File: src/rtl/mcu_spi_slave.sv
// mcu_spi_slave: SPI mode-0 slave that routes MCU command frames to the
// system-control, HID and SD-card sinks and returns their reply bytes on MISO.
// The first byte of a frame selects the target; later bytes are strobed to it.
// Optional build macro: MCU_SPI_TIMEOUT_EN adds an idle-clock abort
// (timeout_err pulse plus an ABORT state held until ss is released).
module mcu_spi_slave #(
  parameter int unsigned SYNC_STAGES    = 2,
  parameter int unsigned TIMEOUT_CYCLES = 65535
) (
  input  logic       clk,
  input  logic       reset,
  input  logic       spi_io_ss,
  input  logic       spi_io_clk,
  input  logic       spi_io_din,
  output logic       spi_io_dout,
  output logic [7:0] data_in,
  output logic       data_in_start,
  output logic       sys_strobe,
  output logic       hid_strobe,
  output logic       sdc_strobe,
  input  logic [7:0] sys_data_out,
  input  logic [7:0] hid_data_out,
  input  logic [7:0] sdc_data_out,
  output logic       frame_active,
  output logic       timeout_err
);

  typedef enum logic [2:0] {
    ST_IDLE   = 3'd0,
    ST_TARGET = 3'd1,
    ST_CMD    = 3'd2,
    ST_DATA   = 3'd3
`ifdef MCU_SPI_TIMEOUT_EN
    ,
    ST_ABORT  = 3'd4
`endif
  } state_t;

  typedef enum logic [1:0] {
    TGT_NONE = 2'd0,
    TGT_SYS  = 2'd1,
    TGT_HID  = 2'd2,
    TGT_SDC  = 2'd3
  } target_t;

`ifdef MCU_SPI_TIMEOUT_EN
  localparam int unsigned TO_W = (TIMEOUT_CYCLES > 65535) ? $clog2(TIMEOUT_CYCLES + 1) : 16;
  logic [TO_W-1:0] to_cnt;
`endif

  logic [SYNC_STAGES-1:0] ss_sync;
  logic [SYNC_STAGES-1:0] sclk_sync;
  logic [SYNC_STAGES-1:0] din_sync;
  logic                   ss_prev;
  logic                   sclk_prev;

  state_t     state;
  target_t    target;
  logic [2:0] bit_cnt;
  logic [6:0] shift_rx;
  logic [7:0] tx_shift;
  logic       dout_q;
  logic [7:0] sel_out;

  logic       ss_s;
  logic       sclk_s;
  logic       din_s;
  logic       ss_fall;
  logic       sclk_rise;
  logic       sclk_fall;
  logic [7:0] rx_byte;

  // Maps the frame's first byte onto a sink.
  function automatic target_t decode_target(input logic [7:0] b);
    case (b)
      8'h01:   decode_target = TGT_SYS;
      8'h02:   decode_target = TGT_HID;
      8'h03:   decode_target = TGT_SDC;
      default: decode_target = TGT_NONE;
    endcase
  endfunction

  assign ss_s      = ss_sync[SYNC_STAGES-1];
  assign sclk_s    = sclk_sync[SYNC_STAGES-1];
  assign din_s     = din_sync[SYNC_STAGES-1];
  assign ss_fall   = ss_prev & ~ss_s;
  assign sclk_rise = sclk_s & ~sclk_prev;
  assign sclk_fall = ~sclk_s & sclk_prev;
  assign rx_byte   = {shift_rx, din_s};

  // Reply mux: only a latched target past the target byte drives MISO data.
  always_comb begin
    sel_out = 8'h00;
    if (state == ST_CMD || state == ST_DATA) begin
      case (target)
        TGT_SYS: sel_out = sys_data_out;
        TGT_HID: sel_out = hid_data_out;
        TGT_SDC: sel_out = sdc_data_out;
        default: sel_out = 8'h00;
      endcase
    end
  end

  // MISO: MSB straight from the mux between bytes, shifted bits otherwise.
  always_comb begin
    spi_io_dout = 1'b0;
    if (!ss_s && (state == ST_TARGET || state == ST_CMD || state == ST_DATA)) begin
      spi_io_dout = (bit_cnt == 3'd0) ? sel_out[7] : dout_q;
    end
  end

`ifndef MCU_SPI_TIMEOUT_EN
  // Timeout disabled: the abort pulse never fires.
  assign timeout_err = 1'b0 && (TIMEOUT_CYCLES != 0);
`endif

  // Synchronizers, frame state machine, byte assembly and strobe generation.
  always_ff @(posedge clk or posedge reset) begin
    if (reset) begin
      ss_sync       <= '0;
      sclk_sync     <= '0;
      din_sync      <= '0;
      ss_prev       <= 1'b0;
      sclk_prev     <= 1'b0;
      state         <= ST_IDLE;
      target        <= TGT_NONE;
      bit_cnt       <= 3'd0;
      shift_rx      <= 7'd0;
      tx_shift      <= 8'h00;
      dout_q        <= 1'b0;
      data_in       <= 8'h00;
      data_in_start <= 1'b0;
      sys_strobe    <= 1'b0;
      hid_strobe    <= 1'b0;
      sdc_strobe    <= 1'b0;
      frame_active  <= 1'b0;
`ifdef MCU_SPI_TIMEOUT_EN
      timeout_err   <= 1'b0;
      to_cnt        <= '0;
`endif
    end else begin
      ss_sync    <= {ss_sync[SYNC_STAGES-2:0], spi_io_ss};
      sclk_sync  <= {sclk_sync[SYNC_STAGES-2:0], spi_io_clk};
      din_sync   <= {din_sync[SYNC_STAGES-2:0], spi_io_din};
      ss_prev    <= ss_s;
      sclk_prev  <= sclk_s;
      sys_strobe <= 1'b0;
      hid_strobe <= 1'b0;
      sdc_strobe <= 1'b0;
`ifdef MCU_SPI_TIMEOUT_EN
      timeout_err <= 1'b0;
`endif

      if (ss_s && state != ST_IDLE) begin
        // Deselect ends the frame; any partial byte is dropped.
        state        <= ST_IDLE;
        frame_active <= 1'b0;
        target       <= TGT_NONE;
        bit_cnt      <= 3'd0;
      end else begin
        case (state)
          ST_IDLE: begin
            // A frame only starts on a fresh ss falling edge.
            if (ss_fall) begin
              state        <= ST_TARGET;
              frame_active <= 1'b1;
              target       <= TGT_NONE;
              bit_cnt      <= 3'd0;
              shift_rx     <= 7'd0;
              tx_shift     <= 8'h00;
              dout_q       <= 1'b0;
`ifdef MCU_SPI_TIMEOUT_EN
              to_cnt       <= '0;
`endif
            end
          end

          ST_TARGET, ST_CMD, ST_DATA: begin
`ifdef MCU_SPI_TIMEOUT_EN
            if (sclk_rise || sclk_fall) begin
              to_cnt <= '0;
            end else if (to_cnt == TO_W'(TIMEOUT_CYCLES - 1)) begin
              timeout_err  <= 1'b1;
              state        <= ST_ABORT;
              frame_active <= 1'b0;
              target       <= TGT_NONE;
              bit_cnt      <= 3'd0;
              to_cnt       <= '0;
            end else begin
              to_cnt <= to_cnt + TO_W'(1);
            end
`endif
            if (sclk_rise) begin
              shift_rx <= rx_byte[6:0];
              bit_cnt  <= bit_cnt + 3'd1;
              if (bit_cnt == 3'd0) begin
                // Bit 7 goes out combinationally; hold it and queue the rest.
                dout_q   <= sel_out[7];
                tx_shift <= {sel_out[6:0], 1'b0};
              end
              if (bit_cnt == 3'd7) begin
                if (state == ST_TARGET) begin
                  target <= decode_target(rx_byte);
                  state  <= ST_CMD;
                end else begin
                  if (target != TGT_NONE) begin
                    data_in       <= rx_byte;
                    data_in_start <= (state == ST_CMD);
                  end
                  sys_strobe <= (target == TGT_SYS);
                  hid_strobe <= (target == TGT_HID);
                  sdc_strobe <= (target == TGT_SDC);
                  state      <= ST_DATA;
                end
              end
            end

            if (sclk_fall && bit_cnt != 3'd0) begin
              dout_q   <= tx_shift[7];
              tx_shift <= {tx_shift[6:0], 1'b0};
            end
          end

          default: begin
            // ABORT: wait for ss to rise (handled above).
          end
        endcase
      end
    end
  end

endmodule

File: config.mk
export PLATFORM = sky130hd
export DESIGN_NAME = mcu_spi_slave
export DESIGN_NICKNAME = d
export VERILOG_FILES = /design/src/rtl/mcu_spi_slave.sv
export SDC_FILE = /design/constraint.sdc
export NUM_CORES = 1
export LEC_CHECK = 0
export BUFFER_PORTS_ARGS = -buffer_cell sky130_fd_sc_hd__buf_2
export CAP_MARGIN = 40
export CORE_ASPECT_RATIO = 0.9
export CORE_UTILIZATION = 30
export CTS_CLUSTER_SIZE = 30
export DETAILED_ROUTE_END_ITERATION = 16
export GPL_TIMING_DRIVEN = 0
export HOLD_SLACK_MARGIN = 0.05
export PLACE_DENSITY = 0.57
export SLEW_MARGIN = 40
export SYNTH_ARGS = -nofsm -noshare
export SYNTH_HDL_FRONTEND = slang
export SYNTH_SLANG_ARGS = --single-unit
File: constraint.sdc
create_clock -name clk -period 2.5 [get_ports clk]
set_input_delay 0.5 -clock clk [delete_from_list [all_inputs] [get_ports clk]]
set_output_delay 0.5 -clock clk [all_outputs]
set_load 0.02 [all_outputs]
==> flow_summary_export.csv <==
group,metric,value,unit
status,status,"finished, final reports clean",
worst_setup_path,reg2reg_from,"bit_cnt[0]",
power,p_leak,0.00117,uW
finish,nets,270,
global_routing,grt_max_degree,44,
clock_tree,root_buffer,"clkbuf_8",
placement,place_inst,321,
finish,diodes,0,
worst_setup_path,cpPeakStageDelay,0.39,ns
sta,report.final.hold_viol_count,0,
logic_synthesis,synth-edff-count,0,
finish,drive_gt1_share,32.6,%
clock_tree,cts_tree,"built",
clock_tree,clockBufferDepth,2,
power,vdd_drop_max,0.183,mV
detailed_routing,ant_nets,0,
worst_setup_path,path_max_fanout,10,
logic_synthesis,yosysTopAreaCell,"dfrtp_1",
sta,slew_headroom,62.8,%
worst_setup_path,crit_family,"buffers and inverters",
worst_setup_path,rr_worst_depth,6,
global_routing,track_usage,12.8,%
logic_synthesis,ys_async_sr_fraction,100,%
sta,finClkSkew,0.00994,ns
clock_tree,cts_buffers,5,
power,internal_power,1170,uW
floorplanning,start_util,31.2,%
job,drv_cap,0,
sta,tightestPinTransition,0.558,ns
floorplanning,rows,28,
worst_setup_path,crit_path_start_kind,"register",
logic_synthesis,synthesis.area,0.00205,sq mm
logic_synthesis,yosysUniqueCellTypes,43,
detailed_routing,drt_first_pass_iters,4,
placement,pre_cts_slack,0.480,ns
clock_tree,cts_sinks,43,
worst_setup_path,cpMaxStageDelayCell,"dfrtp_1",
power,powerDensity,589,mW/mm^2
sta,setup_ws,0.183,ns
floorplanning,core-area,0.00659,sq mm
worst_setup_path,crit_buf_inv,2,
clock_tree,clkTransAtPathRegs,0.08,ns
sta,setup_viol,0,
finish,final_cells,329,
worst_setup_path,cp_data_arrival_time,1.82,ns
power,power_frac_clock,42.3,%
power,power_switching,328,uW
clock_tree,hold_buffers,0,
detailed_routing,wl_per_cell,12.9,microns
worst_setup_path,cp_cell_sequence,"buf_2 -> mux2i_1 -> o2bb2ai_1 -> nand3_1 -> a21oi_1 -> buf_2",
worst_setup_path,required,2.00,ns
logic_synthesis,synth_fp_nets,220,
worst_setup_path,endpoint_kind,"output port",
hold_path,hp-class,"input port to asynchronous set/reset pin",
detailed_routing,vias_per_cell,4.69,
sta,maxSlewViolCount,0,
sta,fin_crit_sh,92.7,%
power,combPwrFrac,9.4,%
logic_synthesis,syn_inst,188,
logic_synthesis,yosysWarnings,0,
logic_synthesis,yosysMostFrequentCell,"dfrtp_1",
sta,finalCriticalPeriod,2.32,ns
logic_synthesis,yosys_register_bits,43,
floorplanning,dieArea,0.00718,sq mm
clock_tree,insertion_delay,0.30,ns
global_routing,grt-ovfl-total,0,
sta,rsz0062_at_grt,"false",
global_routing,grt_pass1_wl,6900,microns
logic_synthesis,synth_commonest_cells,"43 x dfrtp_1, 18 x nand2_1, 13 x inv_1, 13 x mux2i_1, 11 x o21ai_0",
clock_tree,cts-resized-gates,0,
worst_setup_path,worstSetupPathType,"register to output port",
detailed_routing,drcViolationCount,0,
global_routing,grt_pass1_vias,1420,
logic_synthesis,synth.area.top_cells,"dfrtp_1 52%, mux2i_1 6.3%, mux2_2 4.4%",
sta,finalSetupTns,0,ns
worst_setup_path,path_common_cell,"buf_2",
clock_tree,cts_setup_buffers,0,
placement,place_hpwl,2970,microns
detailed_routing,wirelength,4230,microns
worst_setup_path,rrSetupSlack,0.57,ns
logic_synthesis,ys_seq_area_share,52.4,%
floorplanning,fp.dieW,89.2,microns
power,p_sw_share,21.9,%
logic_synthesis,syn_avg_cell_area,10.9,sq um
logic_synthesis,synth.top_cell.area_share,52.4,%
global_routing,antenna_found_initial,0,
sta,max_freq,432,MHz
power,power_frac_seq,48.3,%
detailed_routing,vias,1544,
clock_tree,cts-htree-levels,2,
finish,synthToLayoutAreaGrowth,23.6,%
worst_setup_path,r2r-end,"tx_shift[1]",
detailed_routing,first_iter_violations,128,
floorplanning,ios,44,
placement,numPortBuffers,42,
logic_synthesis,synth_ff_type,"dfrtp_1",
floorplanning,chipHeight,80.5,microns
placement,gp_congestion,0.755,
==> how the worst max path moves through the flow <==
stage / startpoint / to / slack, ns / depth (start not counted)
3_5_place_dp: target[1] / spi_io_dout / 0.48 / 6
4_1_cts: target[1] / spi_io_dout / 0.13 / 6
2_1_floorplan: target[0] / spi_io_dout / 0.69 / 5
6_report: target[1] / spi_io_dout / 0.18 / 6
3_3_place_gp: reset / sclk_sync[0] / 0.39 / 2
5_1_grt: target[0] / spi_io_dout / 0.03 / 6
==> per-stage QoR <==
stage	hold WS, ns	cell area, sq um	util [%]	power [uW]
CTS	0.225	2540	38.6	1520
floorplan	0.331	2050	-	823
global route	0.234	2540	38.6	1570
detailed placement	0.338	2410	36.6	879
global placement	0.333	2380	36.1	872
finish	0.216	2540	38.6	1500
==> cell families (layout without fill, tap and decap cells) <==
kind of cell    Yosys count  count (layout)  synth area share [%]
compound gates           41              41                  14.4
xor+xnor                  1               1                 0.426
fa+ha+maj                 3               3                  1.83
buf+inv                  24              75                  5.60
flops                    43              43                  52.4
mux                      22              22                  11.4
other cells               1               1                 0.183
simple gates             53              53                  13.7
==> power groups by stage <==
stage | registers (uW) | logic, uW | clock network [uW]
floorplan | 736 | 86.4 | 0
global placement | 736 | 136 | 0
detailed placement | 737 | 142 | 0
CTS | 723 | 143 | 653
global route | 725 | 160 | 681
finish | 723 | 140 | 633
==> cells in the final DEF (no fill, tap or decap), drive strengths merged, types with 2 or more instances in the layout <==
cell and n:
bufinv 2, o2bb2ai 2, o21ai 11, nand3 3, mux2i 13, nor2 4, nor2b 4, o211ai 6
mux2 9, nor3 3, ha 3, inv 13, clkbuf 9, a21oi 8, nand4 8, a311o 2
a32o 6, dfrtp 43, buf 50, nand2 18, or2 7
==> metal layers <==
metal	wire length, microns	global-route usage [%]	part of all wire (%)
met2	1720	16.9	41
met5	0	0	0
met3	262	3.29	6.2
met1	2180	19.2	52
met4	68	5.71	1.6
==> worst reg2reg max path, delay by kind of cell, from the launching register on <==
kind	cells	cell delay (ns)
adder cells (fa/ha/maj)	1	0.16
buffers and inverters	1	0.07
multiplexers	1	0.31
flip-flops	1	0.42
AO/OA/AOI/OAI	1	0.47
AND/OR/NAND/NOR	2	0.41
==> area by class of cell <==
type | count | area, sq um
Clock buffer | 6 | 72.6
Multi-Input combinational cell | 121 | 863
Tap cell | 90 | 113
Inverter | 14 | 55.1
Clock inverter | 2 | 60.1
Timing Repair Buffer | 43 | 238
Fill cell | 702 | 4050
Buffer | 10 | 62.6
Sequential cell | 43 | 1080
==> registers in the layout, indices dropped and copies added (netlist names) <==
signal         flops
bit_cnt            3
data_in            8
data_in_start      1
din_sync           2
dout_q             1
frame_active       1
hid_strobe         1
sclk_prev          1
sclk_sync          2
sdc_strobe         1
shift_rx           7
ss_prev            1
ss_sync            2
state              2
sys_strobe         1
target             2
tx_shift           7
Note: power is estimated with default switching activity, not from simulation.
